`src/rtl/prog_loader.sv`:
```
// Program loader for byteblast8: takes a length-prefixed byte stream and writes it into RAM from address 0.
// Optional trailing checksum byte is enabled by defining PROG_LOADER_CHECKSUM_EN.
module prog_loader #(
    parameter int ADDRESS_BITS = 5,
    parameter int DATA_BITS    = 8
) (
    input  logic                    i_clk,
    input  logic                    i_reset,
    input  logic                    i_start,
    input  logic                    i_in_valid,
    input  logic [DATA_BITS-1:0]    i_in_data,
    output logic                    o_in_ready,
    output logic                    o_ram_w_enable,
    output logic [ADDRESS_BITS-1:0] o_ram_address,
    output logic [DATA_BITS-1:0]    o_ram_data,
    output logic                    o_cpu_enable,
    output logic                    o_busy,
    output logic                    o_error
);

    localparam int          CNT_W    = ADDRESS_BITS + 1;
    localparam logic [31:0] CAPACITY = 32'd1 << ADDRESS_BITS;

`ifdef PROG_LOADER_CHECKSUM_EN
    typedef enum logic [2:0] {ST_IDLE, ST_LEN, ST_DATA, ST_CSUM, ST_DONE, ST_ERR} state_t;
`else
    typedef enum logic [2:0] {ST_IDLE, ST_LEN, ST_DATA, ST_DONE, ST_ERR} state_t;
`endif

    state_t                  r_state;
    logic [CNT_W-1:0]        r_count;
    logic [CNT_W-1:0]        r_len;
    logic                    r_commit;
    logic                    r_in_ready;
    logic                    r_ram_w_enable;
    logic [ADDRESS_BITS-1:0] r_ram_address;
    logic [DATA_BITS-1:0]    r_ram_data;
    logic                    r_cpu_enable;
    logic                    r_busy;
    logic                    r_error;
`ifdef PROG_LOADER_CHECKSUM_EN
    logic [DATA_BITS-1:0]    r_sum;
`endif

    logic w_accept;
    logic w_len_too_big;
    logic w_len_zero;
    logic w_last;

    assign w_accept      = i_in_valid && r_in_ready;
    assign w_len_too_big = (32'(i_in_data) > CAPACITY);
    assign w_len_zero    = (i_in_data == '0);
    assign w_last        = ((r_count + CNT_W'(1)) == r_len);

    assign o_in_ready     = r_in_ready;
    assign o_ram_w_enable = r_ram_w_enable;
    assign o_ram_address  = r_ram_address;
    assign o_ram_data     = r_ram_data;
    assign o_cpu_enable   = r_cpu_enable;
    assign o_busy         = r_busy;
    assign o_error        = r_error;

    always_ff @(posedge i_clk) begin
        if (i_reset) begin
            r_state        <= ST_IDLE;
            r_count        <= '0;
            r_len          <= '0;
            r_commit       <= 1'b0;
            r_in_ready     <= 1'b0;
            r_ram_w_enable <= 1'b0;
            r_ram_address  <= '0;
            r_ram_data     <= '0;
            r_cpu_enable   <= 1'b0;
            r_busy         <= 1'b0;
            r_error        <= 1'b0;
`ifdef PROG_LOADER_CHECKSUM_EN
            r_sum          <= '0;
`endif
        end else begin
            r_ram_w_enable <= 1'b0;
            case (r_state)
                ST_IDLE: begin
                    if (i_start) begin
                        r_state      <= ST_LEN;
                        r_in_ready   <= 1'b1;
                        r_busy       <= 1'b1;
                        r_error      <= 1'b0;
                        r_cpu_enable <= 1'b0;
                        r_commit     <= 1'b0;
`ifdef PROG_LOADER_CHECKSUM_EN
                        r_sum        <= '0;
`endif
                    end
                end
                ST_LEN: begin
                    if (w_accept) begin
                        if (w_len_too_big) begin
                            r_state    <= ST_ERR;
                            r_in_ready <= 1'b0;
                            r_busy     <= 1'b0;
                            r_error    <= 1'b1;
                        end else if (w_len_zero) begin
`ifdef PROG_LOADER_CHECKSUM_EN
                            r_state    <= ST_CSUM;
`else
                            r_state    <= ST_DONE;
                            r_in_ready <= 1'b0;
                            r_commit   <= 1'b1;
`endif
                        end else begin
                            r_len   <= CNT_W'(i_in_data);
                            r_count <= '0;
                            r_state <= ST_DATA;
                        end
                    end
                end
                ST_DATA: begin
                    if (w_accept) begin
                        r_ram_w_enable <= 1'b1;
                        r_ram_address  <= r_count[ADDRESS_BITS-1:0];
                        r_ram_data     <= i_in_data;
                        r_count        <= r_count + CNT_W'(1);
`ifdef PROG_LOADER_CHECKSUM_EN
                        r_sum          <= r_sum + i_in_data;
`endif
                        // busy stays high through the final write; DONE releases it once RAM has it
                        if (w_last) begin
`ifdef PROG_LOADER_CHECKSUM_EN
                            r_state    <= ST_CSUM;
`else
                            r_state    <= ST_DONE;
                            r_in_ready <= 1'b0;
                            r_commit   <= 1'b1;
`endif
                        end
                    end
                end
`ifdef PROG_LOADER_CHECKSUM_EN
                ST_CSUM: begin
                    if (w_accept) begin
                        r_in_ready <= 1'b0;
                        if (i_in_data == r_sum) begin
                            r_state  <= ST_DONE;
                            r_commit <= 1'b1;
                        end else begin
                            r_state <= ST_ERR;
                            r_busy  <= 1'b0;
                            r_error <= 1'b1;
                        end
                    end
                end
`endif
                ST_DONE: begin
                    if (i_start) begin
                        r_state      <= ST_LEN;
                        r_in_ready   <= 1'b1;
                        r_busy       <= 1'b1;
                        r_error      <= 1'b0;
                        r_cpu_enable <= 1'b0;
                        r_commit     <= 1'b0;
`ifdef PROG_LOADER_CHECKSUM_EN
                        r_sum        <= '0;
`endif
                    end else if (r_commit) begin
                        r_commit     <= 1'b0;
                        r_cpu_enable <= 1'b1;
                        r_busy       <= 1'b0;
                    end
                end
                ST_ERR: begin
                    if (i_start) begin
                        r_state      <= ST_LEN;
                        r_in_ready   <= 1'b1;
                        r_busy       <= 1'b1;
                        r_error      <= 1'b0;
                        r_cpu_enable <= 1'b0;
                        r_commit     <= 1'b0;
`ifdef PROG_LOADER_CHECKSUM_EN
                        r_sum        <= '0;
`endif
                    end
                end
                default: begin
                    r_state    <= ST_IDLE;
                    r_in_ready <= 1'b0;
                    r_busy     <= 1'b0;
                end
            endcase
        end
    end

endmodule
```
`config.mk`:
```
export PLATFORM = sky130hd
export DESIGN_NAME = prog_loader
export DESIGN_NICKNAME = d
export VERILOG_FILES = /design/src/rtl/prog_loader.sv
export SDC_FILE = /design/constraint.sdc
export NUM_CORES = 1
export LEC_CHECK = 0
export CAP_MARGIN = 10
export CORE_AREA = 5 5 82 84
export DETAILED_ROUTE_END_ITERATION = 12
export DIE_AREA = 0 0 87 89
export SLEW_MARGIN = 20
export SYNTH_ARGS = -nofsm -noshare
export SYNTH_HDL_FRONTEND = slang
export SYNTH_SLANG_ARGS = --single-unit
```
`constraint.sdc`:
```
create_clock -name i_clk -period 4.4 [get_ports i_clk]
set_clock_uncertainty 0.15 [all_clocks]
set_input_delay 0.88 -clock i_clk [delete_from_list [all_inputs] [get_ports i_clk]]
set_output_delay 0.88 -clock i_clk [all_outputs]
set_load 0.05 [all_outputs]
```
==> impl_metrics.csv <==
group,metric,value,unit
clock_network,cts-htree-levels,2,
routing,via_per_inst,4.892,
synthesis,post_synth_xor_area_fraction,3.616,%
clock_network,post-cts-setup-buffer-count,0,
synthesis,synth_seq_cells,34,
place,gp_routability_congestion,0.8302,
timing,timing_max_transition_violations_final,0,
run,maxCapViolations,0,
die,core_area,5851,um^2
synthesis,synth_async_sr_flop_share,0,%
clock_network,ctsRootBufferMaster,"sky130_fd_sc_hd__clkbuf_8",
pwr,powerDensity,303.1,nW/um^2
finish,post-route-cell-area,2128,um^2
pwr,max-vdd-ir-drop,142.6,uV
finish,num_antenna_cells,0,
routing,mean_routed_wirelength_per_cell,13.05,um
synthesis,netlist_instances,215,
pwr,power.sequential.fraction,50.0,%
timing,rsz0062_at_grt,"no",
timing,fin_tns_setup,0,ns
synthesis,synth_top_family_by_area,"simple AND/OR/NAND/NOR gates",
synthesis,ys_dominant_reg_cell,"sky130_fd_sc_hd__dfxtp_1",
die,dieArea,7743,um^2
timing,min_period,2.827,ns
timing,timing_hold_violations_final,0,
die,die_w,87,um
die,start_util,28.98,%
place,dpl-instance-area,2033,um^2
synthesis,synth-adder-area-share,0.7380,%
global_routing,grt_util_all_layers,11.20,%
global_routing,globalRouteOverflowTotal,0,
critical_path,cp_cell_sequence,"clkdlybuf4s50_1 -> or4_4 -> nor4_1 -> a221oi_1 -> a211oi_2 -> mux2i_1",
timing,fmaxAchievable,0.3537,GHz
finish,layout-drive-gt1-share,7.500,%
routing,residual_drc,0,
global_routing,grt_pass1_vias,1470,
global_routing,first_pass_grt_wire_length,6906,um
timing,setup_viol,0,
critical_path,critPathLaunchType,"primary input",
synthesis,yosysUniqueCellTypes,47,
clock_network,clk_transition_reported_paths,0.07,ns
timing,relSlewSlack,59.41,%
place,post-dp-hpwl,3005,um
global_routing,grt_start_max_net_pins,25,
critical_path,worstPathRequired,4.47,ns
synthesis,post_synth_mux_area_share,4.797,%
clock_network,tritoncts.num_buffers,5,
critical_path,cp-end-kind,"flip-flop",
clock_network,worst_skew_pair.late_latency,0.28,ns
timing,fin_crit_sh,64.25,%
critical_path,criticalPathCategory,"primary input to flip-flop",
die,io-pin-count,30,
synthesis,syn_nets,228,
clock_network,clock_tree.buffer_depth,2,
critical_path,timing.critical_path.arrival,2.89,ns
place,port_buffers,29,
critical_path,cpMaxStageDelayCell,"sky130_fd_sc_hd__or4_4",
die,std_cell_rows,28,
critical_path,path_max_fanout,4,
clock_network,postCtsResizedCells,0,
clock_network,cts_hold_buffers,0,
clock_network,clock_tree_from_tritoncts,"built",
min_path,hold_class,"flip-flop to flip-flop",
global_routing,number_of_antenna_violations_at_the_first_check_in_global_routing,0,
clock_network,clock_sink_count,34,
synthesis,mappedNetlistArea,1695,um^2
routing,drt-total-wl,4112,um
routing,detail_route.first_pass.iterations,4,
critical_path,timing.critical_path.slowest_cell_delay,0.57,ns
synthesis,synth.avg_cell_area,7.885,um^2
routing,drt.antenna.violating_nets,0,
synthesis,synth_edf_count,0,
pwr,power.share.clock,37.9,%
synthesis,post_synth_and_or_nand_nor_area_fraction,26.42,%
routing,detail_route.iter0.violations,63,
synthesis,synth-warning-count,0,
synthesis,synth_sequential_area_ratio,40.15,%
synthesis,synth-compound-area-share,20.22,%
die,fp.dieH,89,um
pwr,p_sw_share,26.85,%
status,outcome,"finished clean",
pwr,combinationalPowerShare,12.2,%
timing,worstMarginPinSlew,0.6071,ns
finish,syn_to_final_growth,25.53,%
pwr,leakagePower,0.7031,nW
finish,utilization,36.38,%
finish,fin_nets,252,
pwr,net_sw_power,173.2,uW
pwr,p_int,471.8,uW
routing,routed-via-count,1541,
-- stage by stage --
step	instances	hold WS [ns]	total power, mW	worst slack, ns
after global routing	315	0.3300	0.6735	1.461
after detailed placement	307	0.2987	0.4076	1.277
after global placement	307	0.2950	0.4072	1.324
after floorplan	215	0.2934	0.3787	1.876
after CTS	315	0.3086	0.6562	1.586
final	315	0.3046	0.6451	1.573
-- worst max-delay path, delay by kind of cell --
| family | cells | cell delay (ns) |
|---|---|---|
| AOI/OAI and AO/OA | 2 | 0.41 |
| buffers and inverters | 1 | 0.45 |
| muxes | 1 | 0.20 |
| and+or+nand+nor | 2 | 0.95 |
-- final timing paths --
kind	startpoint	endpoint	slack, ns	depth (start not counted)
setup / recovery	i_in_data[1]	r_commit	1.57	6
hold / removal	o_ram_data[3]	o_ram_data[3]	0.30	2
setup reg to reg	r_count[0]	r_state[0]	2.14	6
hold reg to reg	o_ram_data[3]	o_ram_data[3]	0.30	2
-- cell families (layout without fill, tap and decap cells) --
| logic type | after synthesis | count (layout) |
|---|---|---|
| flops | 34 | 34 |
| compound gates | 56 | 56 |
| xor+xnor | 7 | 7 |
| mux | 8 | 8 |
| fa+ha+maj | 1 | 1 |
| buf+inv | 16 | 41 |
| simple gates | 93 | 93 |
-- sequential cells by signal, summed over array words and instances (netlist names) --
name,flops
o_ram_w_enable,1
r_len,6
r_count,6
o_error,1
o_ram_data,8
o_busy,1
o_in_ready,1
o_cpu_enable,1
o_ram_address,5
r_commit,1
r_state,3
-- cells in the final DEF, fill, tap and decap left out, types with 2 or more instances in the layout --
| cell type | instances |
|---|---|
| sky130_fd_sc_hd__a31oi_1 | 2 |
| sky130_fd_sc_hd__xor2_1 | 3 |
| sky130_fd_sc_hd__xnor2_1 | 4 |
| sky130_fd_sc_hd__a21oi_1 | 21 |
| sky130_fd_sc_hd__or2_2 | 2 |
| sky130_fd_sc_hd__and3_1 | 2 |
| sky130_fd_sc_hd__o32ai_1 | 2 |
| sky130_fd_sc_hd__clkbuf_8 | 6 |
| sky130_fd_sc_hd__o21ai_0 | 15 |
| sky130_fd_sc_hd__nand2b_1 | 3 |
| sky130_fd_sc_hd__dfxtp_1 | 34 |
| sky130_fd_sc_hd__o21a_1 | 2 |
| sky130_fd_sc_hd__o211ai_1 | 2 |
| sky130_fd_sc_hd__nor2b_1 | 5 |
| sky130_fd_sc_hd__nor2_1 | 20 |
| sky130_fd_sc_hd__clkdlybuf4s50_1 | 29 |
| sky130_fd_sc_hd__mux2i_1 | 7 |
| sky130_fd_sc_hd__nor3_1 | 7 |
| sky130_fd_sc_hd__nand2_1 | 37 |
| sky130_fd_sc_hd__nand3_1 | 5 |
| sky130_fd_sc_hd__and2_1 | 2 |
| sky130_fd_sc_hd__buf_4 | 2 |
| sky130_fd_sc_hd__inv_1 | 2 |
-- power by group through the flow --
stage                     clock network [mW]  logic (mW)  registers [mW]
after floorplan                            0      0.0437           0.335
after global placement                     0      0.0775           0.330
after detailed placement                   0      0.0781           0.329
after CTS                              0.256      0.0783           0.322
after global routing                   0.265      0.0849           0.324
final                                  0.244      0.0784           0.322
-- layer usage --
layer / vias to the layer above / share of wire (%) / track usage [%]
met1: 704 / 47 / 13.82
met2: 27 / 47 / 18.63
met5: - / 0 / 0
met3: 5 / 4.3 / 2.949
met4: 0 / 1.5 / 4.391
li1: 805 / - / -
-- synth_stat cells (all sizes together), types with 2 or more instances --
cell type / count / area share, %
nor2b: 5 / 1.8
nand3: 5 / 1.5
nand2b: 3 / 1.1
o32ai: 2 / 1.0
dfxtp: 34 / 40
nand2: 37 / 8.2
inv: 2 / 0.44
xor2: 3 / 1.6
xnor2: 4 / 2.1
o21ai: 16 / 4.7
o21a: 2 / 0.89
mux2i: 7 / 4.1
clkbuf: 12 / 2.7
or2: 2 / 0.74
o211ai: 2 / 0.89
buf: 2 / 0.96
nor2: 20 / 4.4
a211oi: 2 / 1.2
and2: 2 / 0.74
nor3: 7 / 2.1
a21oi: 21 / 6.2
a31oi: 2 / 0.74
and3: 2 / 0.74
-- area by class of cell --
class | instances | area, um^2
sequential | 34 | 680.7
fill | 611 | 3722
clock buffer | 6 | 82.58
tap | 75 | 93.84
inverter | 2 | 7.507
timing repair buffer | 31 | 305.3
multi-input combinational | 165 | 945.9
clock inverter | 2 | 12.51
Power figures use the tool's default switching activity.
